File: src/rtl/cdc_pkg.sv
// Types and defaults shared by both ends of the toggle req/ack CDC handshake.
package cdc_pkg;

  typedef enum logic [1:0] {
    EMPTY = 2'd0,
    ONE   = 2'd1,
    TWO   = 2'd2
  } occ_e;

  localparam int DEFAULT_SYNC_STAGES = 2;
  localparam int DEFAULT_DATA_W      = 8;

endpackage

File: src/rtl/cdc_sync_bit.sv
// N-stage single-bit synchroniser; asynchronous active-high reset clears every stage.
module cdc_sync_bit #(
  parameter int STAGES = 2
) (
  input  logic clk,
  input  logic rst,
  input  logic d,
  output logic q
);

  logic [STAGES-1:0] sync_r;

  // Shift the asynchronous input through the synchroniser chain
  always_ff @(posedge clk or posedge rst) begin
    if (rst) begin
      sync_r <= {STAGES{1'b0}};
    end else begin
      sync_r <= {sync_r[STAGES-2:0], d};
    end
  end

  assign q = sync_r[STAGES-1];

endmodule

File: src/rtl/cdc_handshake_receiver.sv
// Destination endpoint of the toggle req/ack handshake: captures the held source word,
// presents it on valid/ready and returns an ack toggle once per accepted request.
module cdc_handshake_receiver
  import cdc_pkg::*;
#(
  parameter int DATA_W      = DEFAULT_DATA_W,
  parameter int SYNC_STAGES = DEFAULT_SYNC_STAGES,
  parameter int ACK_EARLY   = 0,
  parameter int CNT_W       = 16
) (
  input  logic              clk_dst,
  input  logic              rst,
  input  logic              req_toggle_async,
  input  logic [DATA_W-1:0] data_async,
  output logic              ack_toggle,
  output logic [DATA_W-1:0] data_dst,
  output logic              valid_dst,
  input  logic              ready_dst,
  output logic              proto_err,
  output logic [CNT_W-1:0]  xfer_count
);

  localparam bit EARLY = (ACK_EARLY != 0);

  logic              req_sync_s;
  logic              req_q_r;
  logic              req_event_s;
  logic              hs_s;
  occ_e              state_r, state_nxt_s;
  logic [DATA_W-1:0] skid_r, skid_nxt_s, data_nxt_s;
  logic              valid_nxt_s, ack_nxt_s, perr_nxt_s;
  logic              ack_pending_r, pend_nxt_s;
  logic [CNT_W-1:0]  cnt_nxt_s;

  cdc_sync_bit #(.STAGES(SYNC_STAGES)) u_req_sync (
    .clk (clk_dst),
    .rst (rst),
    .d   (req_toggle_async),
    .q   (req_sync_s)
  );

  assign req_event_s = req_sync_s ^ req_q_r;
  assign hs_s        = valid_dst & ready_dst;

  // Occupancy, buffer and ack bookkeeping; a handshake frees a slot before a same-cycle capture
  always_comb begin
    state_nxt_s = state_r;
    data_nxt_s  = data_dst;
    skid_nxt_s  = skid_r;
    valid_nxt_s = valid_dst;
    ack_nxt_s   = ack_toggle;
    pend_nxt_s  = ack_pending_r;
    perr_nxt_s  = proto_err;
    if (hs_s) begin
      cnt_nxt_s = xfer_count + CNT_W'(1);
    end else begin
      cnt_nxt_s = xfer_count;
    end
    case (state_r)
      EMPTY: begin
        if (req_event_s) begin
          data_nxt_s  = data_async;
          valid_nxt_s = 1'b1;
          state_nxt_s = ONE;
          ack_nxt_s   = ack_toggle ^ EARLY;
        end else begin
          state_nxt_s = EMPTY;
        end
      end
      ONE: begin
        if (hs_s && req_event_s) begin
          data_nxt_s = data_async;
          ack_nxt_s  = ~ack_toggle;
        end else if (hs_s) begin
          valid_nxt_s = 1'b0;
          state_nxt_s = EMPTY;
          ack_nxt_s   = ack_toggle ^ ~EARLY;
        end else if (req_event_s) begin
          if (EARLY) begin
            skid_nxt_s  = data_async;
            state_nxt_s = TWO;
            pend_nxt_s  = 1'b1;
          end else begin
            perr_nxt_s = 1'b1;
          end
        end else begin
          state_nxt_s = ONE;
        end
      end
      TWO: begin
        // The deferred ack goes out on the handshake that frees the second slot
        if (hs_s && req_event_s) begin
          data_nxt_s = skid_r;
          skid_nxt_s = data_async;
          ack_nxt_s  = ack_toggle ^ ack_pending_r;
          pend_nxt_s = 1'b1;
        end else if (hs_s) begin
          data_nxt_s  = skid_r;
          state_nxt_s = ONE;
          ack_nxt_s   = ack_toggle ^ ack_pending_r;
          pend_nxt_s  = 1'b0;
        end else if (req_event_s) begin
          perr_nxt_s = 1'b1;
        end else begin
          state_nxt_s = TWO;
        end
      end
      default: begin
        state_nxt_s = EMPTY;
        valid_nxt_s = 1'b0;
        pend_nxt_s  = 1'b0;
      end
    endcase
  end

  // State and output registers
  always_ff @(posedge clk_dst or posedge rst) begin
    if (rst) begin
      req_q_r       <= 1'b0;
      state_r       <= EMPTY;
      data_dst      <= {DATA_W{1'b0}};
      skid_r        <= {DATA_W{1'b0}};
      valid_dst     <= 1'b0;
      ack_toggle    <= 1'b0;
      ack_pending_r <= 1'b0;
      proto_err     <= 1'b0;
      xfer_count    <= {CNT_W{1'b0}};
    end else begin
      req_q_r       <= req_sync_s;
      state_r       <= state_nxt_s;
      data_dst      <= data_nxt_s;
      skid_r        <= skid_nxt_s;
      valid_dst     <= valid_nxt_s;
      ack_toggle    <= ack_nxt_s;
      ack_pending_r <= pend_nxt_s;
      proto_err     <= perr_nxt_s;
      xfer_count    <= cnt_nxt_s;
    end
  end

endmodule

File: config.mk
export PLATFORM = sky130hd
export DESIGN_NAME = cdc_handshake_receiver
export DESIGN_NICKNAME = d
export VERILOG_FILES = /design/src/rtl/cdc_pkg.sv /design/src/rtl/cdc_sync_bit.sv /design/src/rtl/cdc_handshake_receiver.sv
export SDC_FILE = /design/constraint.sdc
export NUM_CORES = 1
export LEC_CHECK = 0
export CORE_MARGIN = 2
export CORE_UTILIZATION = 45
export CTS_BUF_LIST = sky130_fd_sc_hd__clkbuf_2 sky130_fd_sc_hd__clkbuf_4 sky130_fd_sc_hd__clkbuf_8
export DETAILED_ROUTE_END_ITERATION = 8
export PLACE_DENSITY = 0.72
export RECOVER_POWER = 100
export SLEW_MARGIN = 20
export SYNTH_ARGS = -nofsm -noshare
export SYNTH_HDL_FRONTEND = slang
export SYNTH_HIERARCHICAL = 1
export SYNTH_SLANG_ARGS = --single-unit
File: constraint.sdc
create_clock -name clk_dst -period 2.14 [get_ports clk_dst]
set_input_delay 0.428 -clock clk_dst [delete_from_list [all_inputs] [get_ports clk_dst]]
set_output_delay 0.428 -clock clk_dst [all_outputs]
set_load 0.05 [all_outputs]
Word-level counts from Yosys, hierarchy flattened

Index checks and enable logic that the tools add are counted.

Register bits: 41
Input bits: 12
Output and inout bits: 27

Add/sub/neg operators: 1
Eq/ne operators: 11
Multiplexer cells: 24
Bitwise gates (word level): 8
Reductions and logical operators: 13

Operators by type and width:

| cell                  | number |
|---|---|
| $mux 8                | 4 |
| $pmux 8 s3            | 1 |
| $add 16x1->16 const B | 1 |
| $reduce_and 4->1      | 4 |
| $mux 2                | 6 |
| $ne 3x3->1 const B    | 4 |
| $ne 2x2->1 const B    | 5 |
| $mux 1                | 9 |
| $pmux 2 s3            | 1 |
| $not 1->1             | 5 |
| $pmux 1 s2            | 2 |
| $reduce_and 2->1      | 2 |
| $reduce_or 2->1       | 2 |
| $pmux 1 s3            | 1 |
| $reduce_and 3->1      | 1 |
| $reduce_bool 3->1     | 1 |
| $eq 2x1->1 const B    | 1 |
| $eq 2x2->1 const B    | 1 |
| $logic_not 2->1       | 1 |
| $reduce_bool 2->1     | 1 |
| $xor 1x1->1           | 2 |
| $and 1x1->1           | 1 |
| $logic_and 1x1->1     | 1 |

Longest topological paths before layout

Word-level depth: 5
Depth in mapped cells: 7

Cells and area by module

Netlist, hierarchy kept.

Modules (own cells, without submodules):

| module                 | times used | cells an instance | area each (sq um) |
|---|---|---|---|
| cdc_handshake_receiver | 1          | 152               | 1836.8 |
| cdc_sync_bit           | 1          | 3                 | 53.8 |

Worst setup path before layout

Ideal clock, no wire load.

Path type: register to register
Start: reg valid_dst
End: reg skid_r[0]
Arrival: 1.650 ns
Setup slack: 0.365 ns
Stages on the path, launching flop included: 6
Buffers on the path: 2
Path through: dfrtp_1 > and2_1 > buf_2 > and3_1 > buf_2 > mux2_2

Longest elaborated chain between the ends: 3

Ends and longest elaborated chain:

| element                    | line                          | source |
|---|---|---|
| from (decl)                | cdc_handshake_receiver.sv:17  | `output logic valid_dst,` |
| from (signal assigned)     | cdc_handshake_receiver.sv:133 | `valid_dst <= valid_nxt_s;` |
| $and 1x1->1                | cdc_handshake_receiver.sv:43  | `assign hs_s = valid_dst & ready_dst;` |
| $logic_and 1x1->1          | cdc_handshake_receiver.sv:92  | `if (hs_s && req_event_s) begin` |
| $reduce_and 2->1 (no line) | --                            |  |
| to (signal assigned)       | cdc_handshake_receiver.sv:122 | `skid_r <= {DATA_W{1'b0}};` |
| to (signal assigned)       | cdc_handshake_receiver.sv:132 | `skid_r <= skid_nxt_s;` |
| to (decl)                  | cdc_handshake_receiver.sv:30  | `logic [DATA_W-1:0] skid_r, skid_nxt_s, data_nxt_s;` |

Every way passes these cells.
A chain may end at the register's enable or synchronous reset.

Worst setup path in the final report

Start: reg xfer_count[9]
End: out xfer_count[9]

RTL lines:

| element                | line                          | source |
|---|---|---|
| from (decl)            | cdc_handshake_receiver.sv:20  | `output logic [CNT_W-1:0] xfer_count` |
| from (signal assigned) | cdc_handshake_receiver.sv:127 | `xfer_count <= {CNT_W{1'b0}};` |
| from (signal assigned) | cdc_handshake_receiver.sv:137 | `xfer_count <= cnt_nxt_s;` |

No word-level cell between the ends.

==> flow_metrics.tcl <==
set metrics [dict create \
    io_buffers 38 \
    dr.pass1.iters 4 \
    min_period_ns 2.044 \
    start_kind "flip-flop" \
    hpwl_um 2537 \
    r2r_cells 7 \
    post_cts_buffers 0 \
    setup_viol 0 \
    cp_top_family "buffers and inverters" \
    grt-ovfl-total 0 \
    post-route-drc-count 0 \
    cts_resized 0 \
    grt_pass1_vias 1316 \
    antenna_found_initial 0 \
    clock-sinks 41 \
    cp_slowest_cell "dlygate4sd3_1" \
    holdCritPathClass "flip-flop to flip-flop" \
    cts_buffer_depth 2 \
    status "completed" \
    finalClockSkew_ns 0.006954 \
    ant_nets 0 \
    drt_iter0_drc 71 \
    grt_pass1_wl_um 5775 \
    groute.usage.overall_pct 17.10 \
    cts_max_level 2 \
    drv_cap 0 \
    fin_nets 223 \
    grt_max_degree 40 \
    r2r-end "data_dst[4]$_DFFE_PP0P_" \
    fillerInstances 336 \
    total_power_mw 1.618 \
    initial_core_util_pct 46.93 \
    arrival_ns 1.62 \
    coreArea_sq_mm 0.004029 \
    ctsHoldBuffers 0 \
    crit_fanout 5 \
    place.gp.congestion 0.8772 \
    worstPathBufferInverterCount 1 \
    min_path_cells 0 \
    r2r-start "state_r[0]$_DFFE_PP0P_" \
    timing.hold.ws_ns 0.3633 \
    vias 1314 \
    syn_inst 155 \
    clk_transition_reported_paths_ns 0.08 \
    cp.required_ns 1.71 \
    crit_path_start "xfer_count[9]$_DFFE_PP0P_" \
    synth_area_leaders "dfrtp_1 54%, xnor2_1 6.0%, mux2_2 4.8%" \
    worstMarginPinSlew_ns 0.9353 \
    root_buffer "clkbuf_8" \
    post-synth-top-area-fraction_pct 54.27 \
    wl_um 3420 \
    cts_tree "built" \
    slew_headroom_pct 37.65 \
    rrSetupSlack_ns 0.22 \
    min-delay-start "u_req_sync/sync_r[0]$_DFF_PP0_" \
    powerDensity_mw_per_mm2 654.7 \
    vdd_drop_max_v 0.0004102 \
    fmax_mhz 489.2 \
    vias_per_cell 5.153 \
    routedWlPerCell_um 13.41 \
    hold_end "u_req_sync/sync_r[1]$_DFF_PP0_" \
    syn2layout_area_growth_pct 30.71 \
    synth_top_cell_by_area "dfrtp_1" \
    power_leakage_nw 1.137 \
    yosysUniqueCellTypes 36 \
    die_area_sq_mm 0.004736 \
    crit_cells 1 \
    finalCritPeriodShare_pct 95.52 \
    grt_setup_unrepaired "false" \
    critPathKind "flip-flop to output port" \
    syn-cell-area_sq_mm 0.001891 \
    cpPeakStageDelay_ns 0.90 \
    cts_buffers 5 \
    final_max_slew_viol_count 0 \
    ys_ff_latch 41 \
    num_antenna_cells 0 \
    synth_seq_area_share_pct 54.27 \
    postSynthAreaPerCell_sq_um 12.20 \
    dieWidth_um 68.82 \
    yosysWarnings 6 \
    hold_viol_final 0 \
    die_height_um 68.82 \
    io_pins 39 \
    syn_nets 174 \
    num_rows 23 \
    drive_gt1_share_pct 13.66 \
    setup_tns_ns 0 \
    worstPathCellList "dlygate4sd3_1" \
    endpoint_kind "output port" \
    clock_latency_ns 0.29 \
]
synthesized netlist by cell type:
master    number
ha_1           7
and4_1         1
and2_1         1
nand4_1        4
a21oi_2        2
nor3_1         3
dfrtp_1       41
buf_6          1
mux2_2         8
xnor2_1       13
nor4_2         1
a22o_1         1
nor2_2         2
buf_2          2
xnor2_2        1
xor2_1         4
and3_1         2
mux2i_1        8
o31ai_1        2
a21boi_0       2
or2_1          2
nand3b_1       1
nor2_1         8
a21oi_1        7
o31a_1         1
buf_1          1
o32a_1         1
nor3_2         1
nand2_1        8
nand3_1        7
o221ai_1       2
a211oi_1       1
nand2_2        1
a31o_2         1
a221oi_4       1
inv_1          6
flip-flops by register name, summed over array words and instances, names as in the netlist:
name / count
req_q_r: 1
u_req_sync/sync_r: 2
skid_r: 8
valid_dst: 1
ack_toggle: 1
ack_pending_r: 1
xfer_count: 16
data_dst: 8
proto_err: 1
state_r: 2
power breakdown:
group / leakage (nW) / switching (mW) / internal (mW)
registers: 0.532 / 0.00674 / 0.785
clock network: 0.0681 / 0.262 / 0.463
logic: 0.537 / 0.0642 / 0.0368
total: 1.14 / 0.333 / 1.28
worst max-delay path by stage:
stage,endpoint,slack (ns)
global placement,xfer_count[11]$_DFFE_PP0P_,0.16
global route,skid_r[6]$_DFFE_PP0P_,0.04
detailed placement,xfer_count[11]$_DFFE_PP0P_,0.10
CTS,valid_dst,0.11
finish,xfer_count[9],0.1
floorplan,skid_r[0]$_DFFE_PP0P_,0.37
routing by layer:
layer	up-vias	track usage, %	share of wire [%]
met5	-	0	0
met4	0	7.108	1.8
met3	6	5.844	4.8
met2	34	27.88	50
met1	628	20.67	44
li1	646	-	-
cells by family (layout without fill, tap and decap cells):
group                    count (synthesis)  count (layout)  share of synthesized area [%]
flip-flops                              41              41                          54.27
XOR/XNOR                                18              18                          8.736
AO/OA/AOI/OAI                           21              21                          9.001
adder cells (fa/ha/maj)                  7               7                          4.632
AND/OR/NAND/NOR                         42              42                          11.85
multiplexers                            16              16                          9.001
buffers and inverters                   10              60                          2.515
placed cells by master (no fill, tap or decap):
master / instances
a21oi_1: 7
nand3b_1: 1
buf_4: 3
and4_1: 1
and3_1: 2
nor3_1: 4
clkinv_2: 1
clkbuf_2: 2
a22o_1: 1
ha_1: 7
a21boi_0: 2
clkbuf_8: 5
o221ai_1: 2
dlygate4sd3_1: 25
nand2_1: 9
a211oi_1: 1
clkdlybuf4s50_1: 13
xnor2_1: 14
o32a_1: 1
a31o_2: 1
nor2_1: 8
nand3_1: 7
o31ai_1: 2
mux2_2: 8
dfrtp_1: 41
or2_1: 1
bufinv_16: 2
a221oi_4: 1
nor2_2: 2
clkbuf_1: 3
or2_0: 1
o31a_1: 1
xor2_1: 4
inv_1: 6
nor4_2: 1
a21oi_2: 2
mux2i_1: 8
nand4_1: 4
and2_0: 1
final cells by class:
cell class	instances	area, sq um	share of cell area [%]
repair buffers	46	424.2	17.16
well taps	50	62.56	2.532
inverters	6	22.52	0.9114
clock inverters	3	65.06	2.633
flip-flops and latches	41	1026	41.52
multi-input cells	104	802.0	32.46
clock buffers	5	68.82	2.785
metrics by stage:
| stage | instances | setup WS (ns) | utilization, % | cell area (sq um) |
|---|---|---|---|---|
| after floorplan | 155 | 0.3652 | - | 1891 |
| after global placement | 247 | 0.1626 | 58.79 | 2369 |
| after detailed placement | 247 | 0.1007 | 58.79 | 2369 |
| after CTS | 255 | 0.1059 | 62.11 | 2502 |
| after global routing | 255 | 0.04105 | 61.34 | 2471 |
| final | 255 | 0.09579 | 61.34 | 2471 |
Note: power is estimated with default switching activity, not from simulation.
